**src/rtl/spi_master_seq.sv**
```systemverilog
// spi_master_seq: SPI mode-0 master transaction sequencer.
// Frames multi-word transfers under chip-select, shifting MSB-first in both
// directions. The serial clock comes from an external generator together with
// one-cycle edge strobes; this block only gates that clock onto the pin.
module spi_master_seq #(
  parameter int WIDTH = 8
) (
  input  logic             clk,
  input  logic             rst_n,
  input  logic             sclk_in,
  input  logic             sclk_pos_edge,
  input  logic             sclk_neg_edge,
  input  logic [WIDTH-1:0] tx_data,
  input  logic             tx_valid,
  input  logic             tx_last,
  output logic             tx_ready,
  output logic [WIDTH-1:0] rx_data,
  output logic             rx_valid,
  output logic             busy,
  output logic             spi_sclk,
  output logic             spi_cs_n,
  output logic             spi_mosi,
  input  logic             spi_miso
);

  localparam int CW = $clog2(WIDTH + 1);
  localparam logic [CW-1:0] BIT_FULL = CW'(WIDTH);
  localparam logic [CW-1:0] BIT_ONE  = CW'(1);

  typedef enum logic [2:0] {
    ST_IDLE  = 3'd0,
    ST_LOAD  = 3'd1,
    ST_SHIFT = 3'd2,
    ST_WAIT  = 3'd3,
    ST_HOLD  = 3'd4,
    ST_GAP   = 3'd5
  } state_t;

  state_t            state_r;
  logic [WIDTH-1:0]  tx_sh_r;
  logic [WIDTH-1:0]  rx_sh_r;
  logic [CW-1:0]     bitcnt_r;
  logic              cur_last_r;
  logic [WIDTH-1:0]  nxt_data_r;
  logic              nxt_last_r;
  logic              nxt_vld_r;
  logic              gate_r;
  logic              cs_n_r;
  logic              mosi_r;
  logic [WIDTH-1:0]  rx_data_r;
  logic              rx_valid_r;

  logic              pos_s;
  logic              neg_s;
  logic              acc_s;
  logic              tx_ready_s;
  logic              busy_s;

  // A simultaneous pair of strobes is illegal; the rising one wins.
  assign pos_s = sclk_pos_edge;
  assign neg_s = sclk_neg_edge & ~sclk_pos_edge;
  assign acc_s = tx_valid & tx_ready_s;

  // Ready decode: open in IDLE, otherwise only while no word is queued and the
  // word in flight does not close the transaction.
  always_comb begin
    tx_ready_s = 1'b0;
    busy_s     = 1'b1;
    case (state_r)
      ST_IDLE: begin
        tx_ready_s = 1'b1;
        busy_s     = 1'b0;
      end
      ST_LOAD, ST_SHIFT, ST_WAIT: begin
        if (!nxt_vld_r && !cur_last_r) begin
          tx_ready_s = 1'b1;
        end else begin
          tx_ready_s = 1'b0;
        end
      end
      default: tx_ready_s = 1'b0;
    endcase
  end

  // Transaction FSM with shift registers, holding register and pin registers.
  always_ff @(posedge clk or negedge rst_n) begin
    if (!rst_n) begin
      state_r    <= ST_IDLE;
      tx_sh_r    <= {WIDTH{1'b0}};
      rx_sh_r    <= {WIDTH{1'b0}};
      bitcnt_r   <= {CW{1'b0}};
      cur_last_r <= 1'b0;
      nxt_data_r <= {WIDTH{1'b0}};
      nxt_last_r <= 1'b0;
      nxt_vld_r  <= 1'b0;
      gate_r     <= 1'b0;
      cs_n_r     <= 1'b1;
      mosi_r     <= 1'b0;
      rx_data_r  <= {WIDTH{1'b0}};
      rx_valid_r <= 1'b0;
    end else begin
      rx_valid_r <= 1'b0;
      // Words arriving mid-transaction wait in the holding register.
      if (acc_s && (state_r != ST_IDLE)) begin
        nxt_data_r <= tx_data;
        nxt_last_r <= tx_last;
        nxt_vld_r  <= 1'b1;
      end
      case (state_r)
        ST_IDLE: begin
          gate_r <= 1'b0;
          if (acc_s) begin
            tx_sh_r    <= tx_data;
            cur_last_r <= tx_last;
            cs_n_r     <= 1'b0;
            mosi_r     <= tx_data[WIDTH-1];
            state_r    <= ST_LOAD;
          end else begin
            cs_n_r <= 1'b1;
            mosi_r <= 1'b0;
          end
        end
        ST_LOAD: begin
          // Opening the gate just after a falling strobe gives a half period
          // of MOSI/CS setup before the first rising edge.
          if (neg_s) begin
            gate_r   <= 1'b1;
            bitcnt_r <= {CW{1'b0}};
            state_r  <= ST_SHIFT;
          end
        end
        ST_SHIFT: begin
          if (pos_s) begin
            rx_sh_r  <= {rx_sh_r[WIDTH-2:0], spi_miso};
            bitcnt_r <= bitcnt_r + BIT_ONE;
          end else if (neg_s) begin
            if (bitcnt_r < BIT_FULL) begin
              // Rotate rather than shift; the wrapped bit is never driven out.
              tx_sh_r <= {tx_sh_r[WIDTH-2:0], tx_sh_r[WIDTH-1]};
              mosi_r  <= tx_sh_r[WIDTH-2];
            end else begin
              rx_data_r  <= rx_sh_r;
              rx_valid_r <= 1'b1;
              if (cur_last_r) begin
                gate_r  <= 1'b0;
                state_r <= ST_HOLD;
              end else if (nxt_vld_r) begin
                tx_sh_r    <= nxt_data_r;
                cur_last_r <= nxt_last_r;
                nxt_vld_r  <= 1'b0;
                mosi_r     <= nxt_data_r[WIDTH-1];
                bitcnt_r   <= {CW{1'b0}};
              end else begin
                gate_r  <= 1'b0;
                state_r <= ST_WAIT;
              end
            end
          end
        end
        ST_WAIT: begin
          gate_r <= 1'b0;
          if (nxt_vld_r) begin
            tx_sh_r    <= nxt_data_r;
            cur_last_r <= nxt_last_r;
            nxt_vld_r  <= 1'b0;
            mosi_r     <= nxt_data_r[WIDTH-1];
            state_r    <= ST_LOAD;
          end else if (acc_s) begin
            // Word accepted this very cycle bypasses the holding register.
            tx_sh_r    <= tx_data;
            cur_last_r <= tx_last;
            nxt_vld_r  <= 1'b0;
            mosi_r     <= tx_data[WIDTH-1];
            state_r    <= ST_LOAD;
          end
        end
        ST_HOLD: begin
          if (neg_s) begin
            cs_n_r  <= 1'b1;
            state_r <= ST_GAP;
          end
        end
        ST_GAP: begin
          // One full serial period of CS high before the next transaction.
          if (neg_s) begin
            mosi_r  <= 1'b0;
            state_r <= ST_IDLE;
          end
        end
        default: begin
          state_r <= ST_IDLE;
          gate_r  <= 1'b0;
          cs_n_r  <= 1'b1;
          mosi_r  <= 1'b0;
        end
      endcase
    end
  end

  assign spi_sclk = sclk_in & gate_r;
  assign spi_cs_n = cs_n_r;
  assign spi_mosi = mosi_r;
  assign rx_data  = rx_data_r;
  assign rx_valid = rx_valid_r;
  assign tx_ready = tx_ready_s;
  assign busy     = busy_s;

endmodule
```
**config.mk**
```make
export PLATFORM = sky130hd
export DESIGN_NAME = spi_master_seq
export DESIGN_NICKNAME = d
export VERILOG_FILES = /design/src/rtl/spi_master_seq.sv
export SDC_FILE = /design/constraint.sdc
export NUM_CORES = 1
export LEC_CHECK = 0
export ABC_CLOCK_PERIOD_IN_PS = 2350
export CELL_PAD_IN_SITES_DETAIL_PLACEMENT = 1
export CELL_PAD_IN_SITES_GLOBAL_PLACEMENT = 1
export CORE_ASPECT_RATIO = 2
export CORE_MARGIN = 4
export CORE_UTILIZATION = 25
export CTS_BUF_LIST = sky130_fd_sc_hd__clkbuf_4
export DETAILED_ROUTE_END_ITERATION = 8
export HOLD_SLACK_MARGIN = 0.1
export PLACE_DENSITY_LB_ADDON = 0.1
export RECOVER_POWER = 100
export SKIP_LAST_GASP = 1
export SLEW_MARGIN = 15
export SYNTH_ARGS = -nofsm -noshare
export SYNTH_HDL_FRONTEND = slang
export SYNTH_SLANG_ARGS = --single-unit
```
**constraint.sdc**
```tcl
create_clock -name clk -period 2.35 [get_ports clk]
set_clock_uncertainty 0.1 [all_clocks]
set_input_delay 0.47 -clock clk [delete_from_list [all_inputs] [get_ports clk]]
set_output_delay 0.47 -clock clk [all_outputs]
set_load 0.02 [all_outputs]
```
== After elaboration in Yosys (flattened, before gate mapping) ==
Index checks and enable logic that the tools add are counted.
Storage, ports and cells
  bits in registers: 46
  input bits: 16
  output and inout bits: 14
Cells by class
  $add $sub $neg: 1
  magnitude comparators: 1
  equality and inequality tests: 19
  muxes and demuxes: 69
  bitwise operators: 8
  reduce and logical (&&, ||, !) cells: 21
Operator list (count)
  $mux W8: 7
  $mux W1: 37
  $mux W3: 10
  $mux W4: 6
  $ne A3 B3 Y1 const B: 8
  $pmux W8 S3: 1
  $pmux W3 S6: 1
  $reduce_and A7 Y1: 2
  $ne A2 B2 Y1 const B: 6
  $reduce_and A6 Y1: 2
  $pmux W1 S3: 3
  $pmux W4 S2: 1
  $reduce_and A4 Y1: 2
  $eq A3 B2 Y1 const B: 2
  $eq A3 B3 Y1 const B: 2
  $reduce_bool A3 Y1: 2
  $not A1 Y1: 5
  $pmux W1 S5: 1
  $reduce_and A5 Y1: 1
  $add A4 B1 Y4 const B: 1
  $lt A4 B4 Y1 const B: 1
  $pmux W1 S2: 2
  $reduce_and A2 Y1: 2
  $reduce_or A2 Y1: 2
  other kinds (8): 12

== Logic depth before layout (Yosys ltp) ==
Gate-level depths: netlist of the first run.
  depth in word-level cells: 13
  mapped depth: 7

== Worst setup path before layout of the first run ==
No wires, ideal clock.
  path type: register -> output
  start point: register state_r[2]
  end point: output port tx_ready
  data arrival time: 1.259 ns
  required time: 1.780 ns
  slack: 0.521 ns
  cell stages (with the launch flop): 4
  path buffers: 2
  path through: dfrtp_1 buf_6 clkbuf_1 o31ai_1
Between the ends
  cells in the longest elaborated chain, start to end: 3
RTL lines
  start: declaration: RTL line 39  | state_t state_r;
  start signal: assignment: RTL line 88  | state_r <= ST_IDLE;
  start signal: assignment: RTL line 117  | state_r <= ST_LOAD;
  start signal: assignment: RTL line 129  | state_r <= ST_SHIFT;
  $eq A3 B2 Y1 or $eq A3 B1 Y1 (tied branches): RTL line 69  | case (state_r)
  $reduce_or A3 Y1: RTL line 69
  $pmux W1 S2 *: RTL line 69
  end: declaration: RTL line 16  | output logic tx_ready,
Every way passes the cells marked *; elsewhere a longest branch is shown, timed or not.

== Worst setup path in the final report of the first run ==
  start point: register state_r[0]
  end point: register bitcnt_r[3]
Between the ends
  cells in the longest elaborated chain, start to end: 3
RTL lines
  $eq A3 B2 Y1 or $eq A3 B1 Y1 (tied branches): RTL line 109  | case (state_r)
  $ne A3 B3 Y1 (no source line), or another cell as far along
  $reduce_and A6 Y1 (no source line)
  end signal: assignment: RTL line 128  | bitcnt_r <= {CW{1'b0}};
  end signal: assignment: RTL line 135  | bitcnt_r <= bitcnt_r + BIT_ONE;
  end signal: assignment: RTL line 152  | bitcnt_r <= {CW{1'b0}};
  end: declaration: RTL line 42  | logic [CW-1:0] bitcnt_r;
Several ways; a longest one is shown, not always the timed one.
A chain may end at the register's enable or synchronous reset.

==> key figures, run 1 <==
Yosys
  – Post-synth EDFFs: 0
  – Main synth FF type: dfrtp_1
  – Largest family of logic cells by synthesized area: compound AO/OA/AOI/OAI gates
  – Asr flop ratio synth: 100%
  – Post-Syn Area: between 0.002 and 0.0025 mm2
  – Post-synthesis xor/xnor area fraction: 0%
  – Synth unique cells: 58
  – Synth area leaders: dfrtp_1 48%, mux2_2 7.6%, nand2_1 5.1%, a221o_1 3.0%, a22o_1 3.0%
  – Syn avg cell area: roughly 10 um2
  – Compound-gate portion of the synthesized area: 19.0%
  – Sequential area share after synthesis: about 49%
  – Syn_nets: ~240
  – Multiplexer area fraction after synthesis: 8.96%
  – Yosys warning total: 0
  – Synth Area in Adders: less than 1%
  – Flops & latches, synth: 46
  – Most common cell in the netlist: dfrtp_1
  – Commonest cells post-synth: 45 x dfrtp_1, 32 x nand2_1, 16 x mux2_2
  – Post-Synth Simple-Gate Area: a little under a fifth
  – Area share of the largest cell type after synthesis: 47.7%
  – Yosys top cell by area: dfrtp_1
  – Mapped Cells: 226

Power and ir drop
  – Net Switching: 0.00122 W
  – Power share of the clock group: 18.4%
  – PnR Total Power: 0.00326 W
  – Pwr Density: 1110 mW/mm2
  – Leak: 1.36 nW
  – Internal power: 0.00204 W
  – Reg power frac: 38.6%
  – Logic pwr share: 43.0%
  – Sw Ratio: 37.6%
  – Peak supply drop: roughly 0.00031 V

Floorplan
  – Core Box Area: 0.00914 mm2
  – Starting density of the core: 25.8%
  – Die Span Y: roughly 150 um
  – Row Count: 49
  – Die Wd: 76.7 um
  – IO Pins: 30
  – Die area: roughly 0.011 mm2

CTS
  – CTS max path bufs: 2
  – Total CTS buffers: 5
  – Clk root buf: clkbuf_4
  – H-tree levels: 2
  – Num Clock Sinks: 46
  – CTS clock-pin slew for the worst setup and hold paths: approximately 150 ps
  – Insertion delay to the later sink of the worst-skew pair: between 300 and 400 ps
  – TritonCTS clock tree: built

Detailed routing
  – Total wire length: around 7 mm
  – DRC: 0
  – Routed len/inst: between 15 and 20 um
  – Router iterations before antenna repair: 4
  – Final ANT Viol Nets: 0
  – 1st-iter DRT viols: 50
  – Vias post-DR: 1910
  – Vias per cell: 5.15

Timing
  – Setup violations, final: 0
  – Max_slew headroom: 19.5%
  – Pins over their slew limit: 0
  – Period utilization: a little over nine tenths
  – RSZ-0062 raised after global routing: no
  – Endpoints failing hold: 0
  – Max Freq: about 450 MHz
  – Final WS setup: 133 ps
  – Hold Slack: 396 ps
  – Minimum clock period: between 2000 and 2500 ps
  – Worst Max-Slew Pin Slew: 1210 ps

Hold path
  – Hold path depth: 2
  – HP Class: flop to flop

Place
  – # port buffers: 29
  – HPWL after detailed placement: 5.25 mm
  – Inst Count DP: 361
  – Place WS: -39.0 ps
  – Gp weighted congestion: between 0.7 and 0.8

Global routing
  – GRT Total Usage: 13.1%
  – Initial antenna violation count: 1
  – Largest net degree at the start of global routing: 28
  – Vias in the first global route: ~2200
  – Global-route wire length before repair: 11.5 mm
  – Gr ovfl total: 0

Setup path
  – Crit Path Max Fanout: 20
  – WP data required: 2530 ps
  – Startpoint types: flop
  – Critical Path AT: 2400 ps
  – Critical path type: flop to flop
  – CP endpoint kind: flop
  – R2r worst-path depth: 5
  – R2R setup slack: 130 ps

Run status
  – Status: complete, no violations

Finish
  – Area taken by multi-input logic gates: 0.00108 mm2
  – Reg area: ~0.0012 mm2
  – Fill count: 1023
  – Layout area overhead: 24.3%
  – Fin util: approximately a third
  – Post-route insts no fill: about 370
  – Final-stage net count: 284
  – Fraction of layout cells with a size suffix above 1: 17.5%

Run
  – Max cap viols: 0
-- layer usage --
layer / global-route usage, % / share of wire, %
met4: 7.26 / 4.1
met2: 24.2 / 56
met1: 13.4 / 38
met3: 2.48 / 2.5
met5: 0 / 0
-- logic make-up (layout without fill, tap and decap cells) --
| family | Yosys count | in the layout |
|---|---|---|
| compound gates | 59 | 59 |
| other cells | 0 | 1 |
| simple gates | 78 | 78 |
| flops | 46 | 46 |
| buf+inv | 23 | 65 |
| mux | 19 | 19 |
| fa+ha+maj | 1 | 1 |
-- critical path, cell delays in order (launching register included) --
cell	delay [ps]
dfrtp_1	420
clkbuf_2	290
or3b_1	500
or3_1	420
a22o_1	210
a21o_1	180
-- path summary, 6_finish.rpt --
path,start,endpoint
worst max-delay path,state_r[0],bitcnt_r[3]
max in group asynchronous,rst_n,state_r[2]
worst min register to register,rx_sh_r[7],rx_sh_r[7]
worst max register to register,state_r[0],bitcnt_r[3]
min in group asynchronous,rst_n,state_r[2]
worst min-delay path,rx_sh_r[7],rx_sh_r[7]
-- per-stage QoR --
step,cell area (um2),setup TNS (ps)
after floorplan,2360,0
after global placement,2860,0
after detailed placement,2860,-66.0
after CTS,2970,0
after global routing,2930,0
final,2930,0
-- sequential cells by signal, summed over array words and instances (netlist names) --
name / count
spi_cs_n: 1
nxt_vld_r: 1
bitcnt_r: 4
rx_sh_r: 8
tx_sh_r: 8
gate_r: 1
rx_valid: 1
spi_mosi: 1
cur_last_r: 1
rx_data: 8
nxt_last_r: 1
nxt_data_r: 8
state_r: 3
-- power by group through the flow --
| stage | clock [W] | combinational [W] | sequential (W) |
|---|---|---|---|
| 5_1_grt | 0.000667 | 0.00156 | 0.00130 |
| 2_1_floorplan | 0 | 0.00103 | 0.00120 |
| 3_3_place_gp | 0 | 0.00147 | 0.00128 |
| 3_5_place_dp | 0 | 0.00150 | 0.00129 |
| 4_1_cts | 0.000632 | 0.00150 | 0.00127 |
| 6_report | 0.000601 | 0.00140 | 0.00126 |
-- cell usage in the layout, fill, tap and decap left out, types with 2 or more instances in the layout --
cell,Yosys,layout
o221ai_1,2,2
or3_1,1,2
clkinv_1,1,2
o21ai_1,3,2
a21o_1,3,3
dfrtp_1,45,44
clkdlybuf4s50_1,0,14
a2bb2oi_1,2,2
bufinv_16,0,2
nor3_1,4,4
and3b_1,2,2
nand2b_1,8,8
nand2_1,32,32
clkbuf_2,0,2
a31oi_1,3,3
nand3b_1,2,2
clkbuf_4,0,6
o32ai_1,3,3
inv_2,2,2
mux2i_1,2,2
inv_1,6,6
a21oi_1,10,10
dlygate4sd3_1,0,13
nor2_1,5,5
or3b_1,1,2
and2_1,7,6
nor2b_1,2,3
a221o_1,7,7
a22o_1,8,8
o21ai_0,3,4
clkbuf_1,5,3
nand3_1,5,5
o32a_1,2,2
mux2_2,16,16
buf_4,2,12
-- cell type report --
| type | instances | area share (%) |
|---|---|---|
| well taps | 102 | 4.35 |
| repair buffers | 48 | 14.7 |
| inverters | 9 | 1.15 |
| clock buffers | 5 | 1.28 |
| multi-input cells | 157 | 37.0 |
| diodes | 1 | 0.0853 |
| clock inverters | 3 | 2.17 |
| flip-flops and latches | 46 | 39.3 |
-- what timing repair did --
action | 4_1_cts | 5_1_grt
setup buffers | 0 | 0
endpoints found under the setup margin | 2 | 1
gates resized for setup | 2 | 1
hold endpoints to repair | 18 | 0
hold buffers | 1 | 0
No activity file was read; power rests on OpenSTA's default activity.
==> inputs of run 2 (changes only) <==
--- a/config.mk
+++ b/config.mk
@@ -5,7 +5,7 @@
 export SDC_FILE = /design/constraint.sdc
 export NUM_CORES = 1
 export LEC_CHECK = 0
-export ABC_CLOCK_PERIOD_IN_PS = 2350
+export ABC_CLOCK_PERIOD_IN_PS = 2100
 export CELL_PAD_IN_SITES_DETAIL_PLACEMENT = 1
 export CELL_PAD_IN_SITES_GLOBAL_PLACEMENT = 1
 export CORE_ASPECT_RATIO = 2
@@ -13,6 +13,7 @@
 export CORE_UTILIZATION = 25
 export CTS_BUF_LIST = sky130_fd_sc_hd__clkbuf_4
 export DETAILED_ROUTE_END_ITERATION = 8
+export GPL_TIMING_DRIVEN = 0
 export HOLD_SLACK_MARGIN = 0.1
 export PLACE_DENSITY_LB_ADDON = 0.1
 export RECOVER_POWER = 100
==> constraint.sdc (replaced) <==
create_clock -name clk -period 2.1 [get_ports clk]
set_clock_uncertainty 0.1 [all_clocks]
set_input_delay 0.42 -clock clk [delete_from_list [all_inputs] [get_ports clk]]
set_output_delay 0.42 -clock clk [all_outputs]
set_load 0.02 [all_outputs]
==> key figures, run 2 (synthesis gave the netlist of run 1 again) <==
Timing
  – Max Freq: 492 MHz
  – Period utilization: 96.8%
  – Hold Slack: 406 ps
  – Minimum clock period: 2030 ps
  – Setup violations, final: 0
  – Endpoints failing hold: 0
  – RSZ-0062 raised after global routing: yes
  – Pins over their slew limit: 0
  – Max_slew headroom: 26.2%
  – Worst Max-Slew Pin Slew: 1110 ps

Global routing
  – Vias in the first global route: between 2000 and 2500
  – Largest net degree at the start of global routing: 32
  – Initial antenna violation count: 1
  – Gr ovfl total: 0
  – Global-route wire length before repair: 11.5 mm
  – GRT Total Usage: a little over an eighth

Detailed routing
  – DRC: 0
  – Vias post-DR: 1916
  – Met2 WL post-DR: 3.94 mm
  – Met3 routed WL: between 100 and 150 um
  – 1st-iter DRT viols: 65
  – M1 WL: 2.65 mm
  – Final ANT Viol Nets: 0
  – Vias per cell: roughly 5.2
  – Routed len/inst: approximately 19 um
  – Router iterations before antenna repair: 4
  – DR top layer: met4
  – Total wire length: 6.95 mm

CTS
  – Clk root buf: clkbuf_4
  – Num Clock Sinks: 46
  – CTS clock-pin slew for the worst setup and hold paths: 150 ps
  – Insertion delay to the later sink of the worst-skew pair: ~370 ps
  – Total CTS buffers: 5
  – CTS max path bufs: 2
  – TritonCTS clock tree: built
  – H-tree levels: 2

Power and ir drop
  – Pwr Density: 1200 mW/mm2
  – Leak: 1.31 nW
  – PnR Total Power: 0.00349 W
  – Peak supply drop: approximately 0.0006 V

Floorplan
  – Row Count: between 40 and 50
  – Starting density of the core: 25.8%
  – Die Wd: 76.7 um
  – IO Pins: 30
  – Die Span Y: 145 um
  – Die area: 0.0112 mm2
  – Core Box Area: 0.00914 mm2

Place
  – Gp weighted congestion: between 0.7 and 0.8
  – HPWL after detailed placement: 5.22 mm
  – # port buffers: 29
  – Inst Count DP: 358
  – Placed cell area: 0.00279 mm2

Setup path
  – Critical Path AT: 2190 ps
  – Critical path type: input pin to flop
  – WP data required: 2260 ps
  – Crit Path Max Fanout: 8
  – Setup crit start: sclk_pos_edge
  – RR Startpoint: state_r[0]
  – CP endpoint kind: flop
  – Startpoint types: input pin

Finish
  – Fraction of layout cells with a size suffix above 1: 21.2%
  – Final-stage net count: 280
  – Final Cell Area: 0.00290 mm2
  – Most frequent cells in the layout: 45 x dfrtp_1, 32 x nand2_1, 24 x clkdlybuf4s50_1, 16 x mux2_2, 9 x a21oi_1
  – Most common cell after layout, fill and taps aside: dfrtp_1
  – Fill count: approximately 1000
  – Post-route insts no fill: roughly 370
  – Layout area overhead: 22.9%

Hold path
  – HP Class: flop to flop
  – Hold Startpoint: bitcnt_r[2]

Run
  – Max cap viols: 0

Run status
  – Status: complete, no violations
run 2: cell types whose count changed in the layout (fill, tap and decap cells not counted), sizes merged:
| cell | delta |
|---|---|
| bufinv | -2 |
| clkbuf | -1 |
| buf | -1 |
| clkinvlp | +1 |
| clkdlybuf4s50 | +10 |
| dlygate4sd3 | -12 |
| dlygate4sd2 | +1 |
run 2: repair_timing:
item,4_1_cts,5_1_grt
resized for setup,14,13
buffers inserted,1,0
endpoints found under the hold margin,14,0
setup endpoints to repair,16,18
pin swaps,0,0
hold buffers,1,0
run 2: metrics by stage:
| step | setup WS, ps | setup TNS (ps) | utilization [%] |
|---|---|---|---|
| 6_report | 66.5 | 0 | 31.7 |
| 5_1_grt | -51.2 | -64.1 | 31.7 |
| 4_1_cts | -17.7 | -17.7 | 31.5 |
| 3_5_place_dp | -443 | -6080 | 30.6 |
| 3_3_place_gp | -1000 | -50930 | 30.4 |
| 2_1_floorplan | 321 | 0 | - |
run 2: critical path, cell delays in order:
cell,delay (ps)
clkdlybuf4s50_1,530
nand2b_1,290
a21o_1,260
a211o_2,420
a22o_1,260
run 2: area by class of cell:
type / count / area (um2) / area share, %
Antenna cell: 1 / 2.50 / 0.0863
Buffer: 12 / 72.6 / 2.50
Clock buffer: 6 / 45.0 / 1.55
Clock inverter: 2 / 10.0 / 0.345
Inverter: 9 / 40.0 / 1.38
Multi-Input combinational cell: 157 / 1130 / 39.0
Sequential cell: 46 / 1150 / 39.7
Tap cell: 102 / 128 / 4.40
Timing Repair Buffer: 32 / 319 / 11.0
run 2: worst paths after layout:
check | endpoint | slack (ps) | cells past startpoint
max in group asynchronous | nxt_data_r[3] | 490 | 3
worst min-delay path | bitcnt_r[2] | 410 | 1
worst max-delay path | tx_sh_r[3] | 70 | 5
min in group asynchronous | gate_r | 660 | 2
worst max register to register | tx_sh_r[3] | 100 | 6
worst min register to register | bitcnt_r[2] | 410 | 1
run 2: routing by layer:
metal  up-vias  global-route usage, %
met5         -                      0
li1        892                      -
met4         0                   6.26
met3        15                   2.23
met2        35                   25.0
met1       974                   13.7
run 2: report_power, final:
group / leakage [nW] / switching, W / total, W / internal, W
Clock: 0.0354 / 0.000306 / 0.000448 / 0.000141
Sequential: 0.594 / 0.000188 / 0.00137 / 0.00118
Combinational: 0.677 / 0.000926 / 0.00167 / 0.000748
Total: 1.31 / 0.00142 / 0.00349 / 0.00207
==> inputs of run 3 (changes only) <==
--- a/config.mk
+++ b/config.mk
@@ -13,7 +13,6 @@
 export CORE_UTILIZATION = 25
 export CTS_BUF_LIST = sky130_fd_sc_hd__clkbuf_4
 export DETAILED_ROUTE_END_ITERATION = 8
-export GPL_TIMING_DRIVEN = 0
 export HOLD_SLACK_MARGIN = 0.1
 export PLACE_DENSITY_LB_ADDON = 0.1
 export RECOVER_POWER = 100
==> key figures, run 3 (synthesis gave the netlist of run 1 again) <==
Run status
  – Status: complete, no violations

Timing
  – Hold Slack: 392 ps
  – Max Freq: 493 MHz
  – Max_slew headroom: 56.9%
  – Setup violations, final: 0
  – Pins over their slew limit: 0
  – Endpoints failing hold: 0
  – Period utilization: 96.6%
  – Final WS setup: 70.6 ps
  – RSZ-0062 raised after global routing: no
  – Worst Max-Slew Pin Slew: 647 ps
  – Minimum clock period: approximately 2000 ps

CTS
  – Insertion delay to the later sink of the worst-skew pair: 370 ps
  – CTS clock-pin slew for the worst setup and hold paths: 150 ps
  – Total CTS buffers: 5
  – CTS max path bufs: 2
  – TritonCTS clock tree: built
  – H-tree levels: 2
  – Clk root buf: clkbuf_4
  – Num Clock Sinks: 46

Setup path
  – Crit Path Max Fanout: 10
  – WP data required: approximately 2300 ps
  – CP endpoint kind: flop
  – Critical path type: flop to flop
  – Startpoint types: flop
  – Critical Path AT: 2180 ps

Detailed routing
  – Vias post-DR: 1952
  – Total wire length: 6.99 mm
  – Routed len/inst: around 18 um
  – 1st-iter DRT viols: between 40 and 50
  – DRC: 0
  – Final ANT Viol Nets: 0
  – Router iterations before antenna repair: 4
  – Vias per cell: 5.11

Floorplan
  – Die area: 0.0112 mm2
  – Starting density of the core: 25.8%
  – Row Count: 49
  – IO Pins: 30
  – Die Wd: ~77 um
  – Core Box Area: just over 0.009 mm2
  – Die Span Y: between 100 and 150 um

Global routing
  – GRT Total Usage: 13.2%
  – Vias in the first global route: 2240
  – Initial antenna violation count: 0
  – Largest net degree at the start of global routing: 26
  – Gr ovfl total: 0
  – Global-route wire length before repair: 11.7 mm

Place
  – Place WS: -130 ps
  – Placed cell area: 0.00294 mm2
  – Gp weighted congestion: 0.789
  – HPWL after detailed placement: between 5 and 6 mm
  – # port buffers: 29

Finish
  – Layout area overhead: 25.6%
  – Most frequent cells in the layout: 45 x dfrtp_1, 32 x nand2_1, 20 x buf_4, 16 x mux2_2, 14 x clkdlybuf4s50_1
  – Final Cell Area: 0.00296 mm2
  – Fill count: between 1000 and 1500
  – Final-stage net count: 296
  – Fraction of layout cells with a size suffix above 1: 21.1%
  – Most common cell after layout, fill and taps aside: dfrtp_1

Power and ir drop
  – Pwr Density: 1220 mW/mm2
  – Peak supply drop: 0.000428 V
  – Leak: roughly 1.4 nW
  – PnR Total Power: 0.00360 W

Hold path
  – HP Class: flop to flop

Run
  – Max cap viols: 0
==> run 3: critical path, cell delays in order (launching register included) <==
cell and delay, ps:
dfrtp_1 420, clkbuf_1 150, buf_4 180, o22ai_1 150, nand3_1 120, nand2b_1 170
clkbuf_2 240, mux2_1 370
==> run 3: path summary, 6_finish.rpt <==
kind | start | end | slack, ps | cells after the start
worst max-delay path | state_r[1] | nxt_data_r[1] | 70 | 7
worst min-delay path | bitcnt_r[2] | bitcnt_r[2] | 390 | 1
worst max register to register | state_r[1] | nxt_data_r[1] | 70 | 7
worst min register to register | bitcnt_r[2] | bitcnt_r[2] | 390 | 1
max in group asynchronous | rst_n | nxt_data_r[3] | 350 | 3
min in group asynchronous | rst_n | gate_r | 490 | 2
==> run 3: cell type report <==
class / instances / area [um2] / area share, %
sequential: 46 / 1150 / 38.9
multi-input combinational: 157 / 1090 / 36.8
timing repair buffer: 60 / 485 / 16.4
tap: 102 / 128 / 4.31
clock buffer: 5 / 37.5 / 1.27
clock inverter: 2 / 33.8 / 1.14
inverter: 9 / 33.8 / 1.14
antenna: 1 / 2.50 / 0.0844
==> run 3: power breakdown <==
| part | leakage (nW) | switching [W] | internal, W |
|---|---|---|---|
| clock network | 0.0387 | 0.000298 | 0.000241 |
| logic | 0.766 | 0.000893 | 0.000798 |
| registers | 0.593 | 0.000194 | 0.00118 |
==> run 3: repair_timing <==
action                                  4_1_cts  5_1_grt
hold endpoints to repair                     23        0
resized for setup                             4        3
buffers inserted                              1        0
hold buffers                                  1        0
endpoints found under the setup margin        4        1
==> run 3: layer usage <==
metal / up-vias / part of all wire [%] / GRT usage [%]
li1: 928 / - / -
met1: 985 / 37 / 13.6
met2: 30 / 57 / 25.7
met3: 9 / 2.2 / 1.86
met4: 0 / 3.0 / 5.72
met5: - / 0 / 0
==> run 3: through the flow <==
step | TNS, ps | utilization [%] | instances
after floorplan | 0 | - | 226
final | 0 | 32.4 | 382
after global placement | -700 | 32.2 | 372
after CTS | 0 | 33.1 | 381
after global routing | 0 | 32.4 | 381
after detailed placement | -1150 | 32.2 | 372
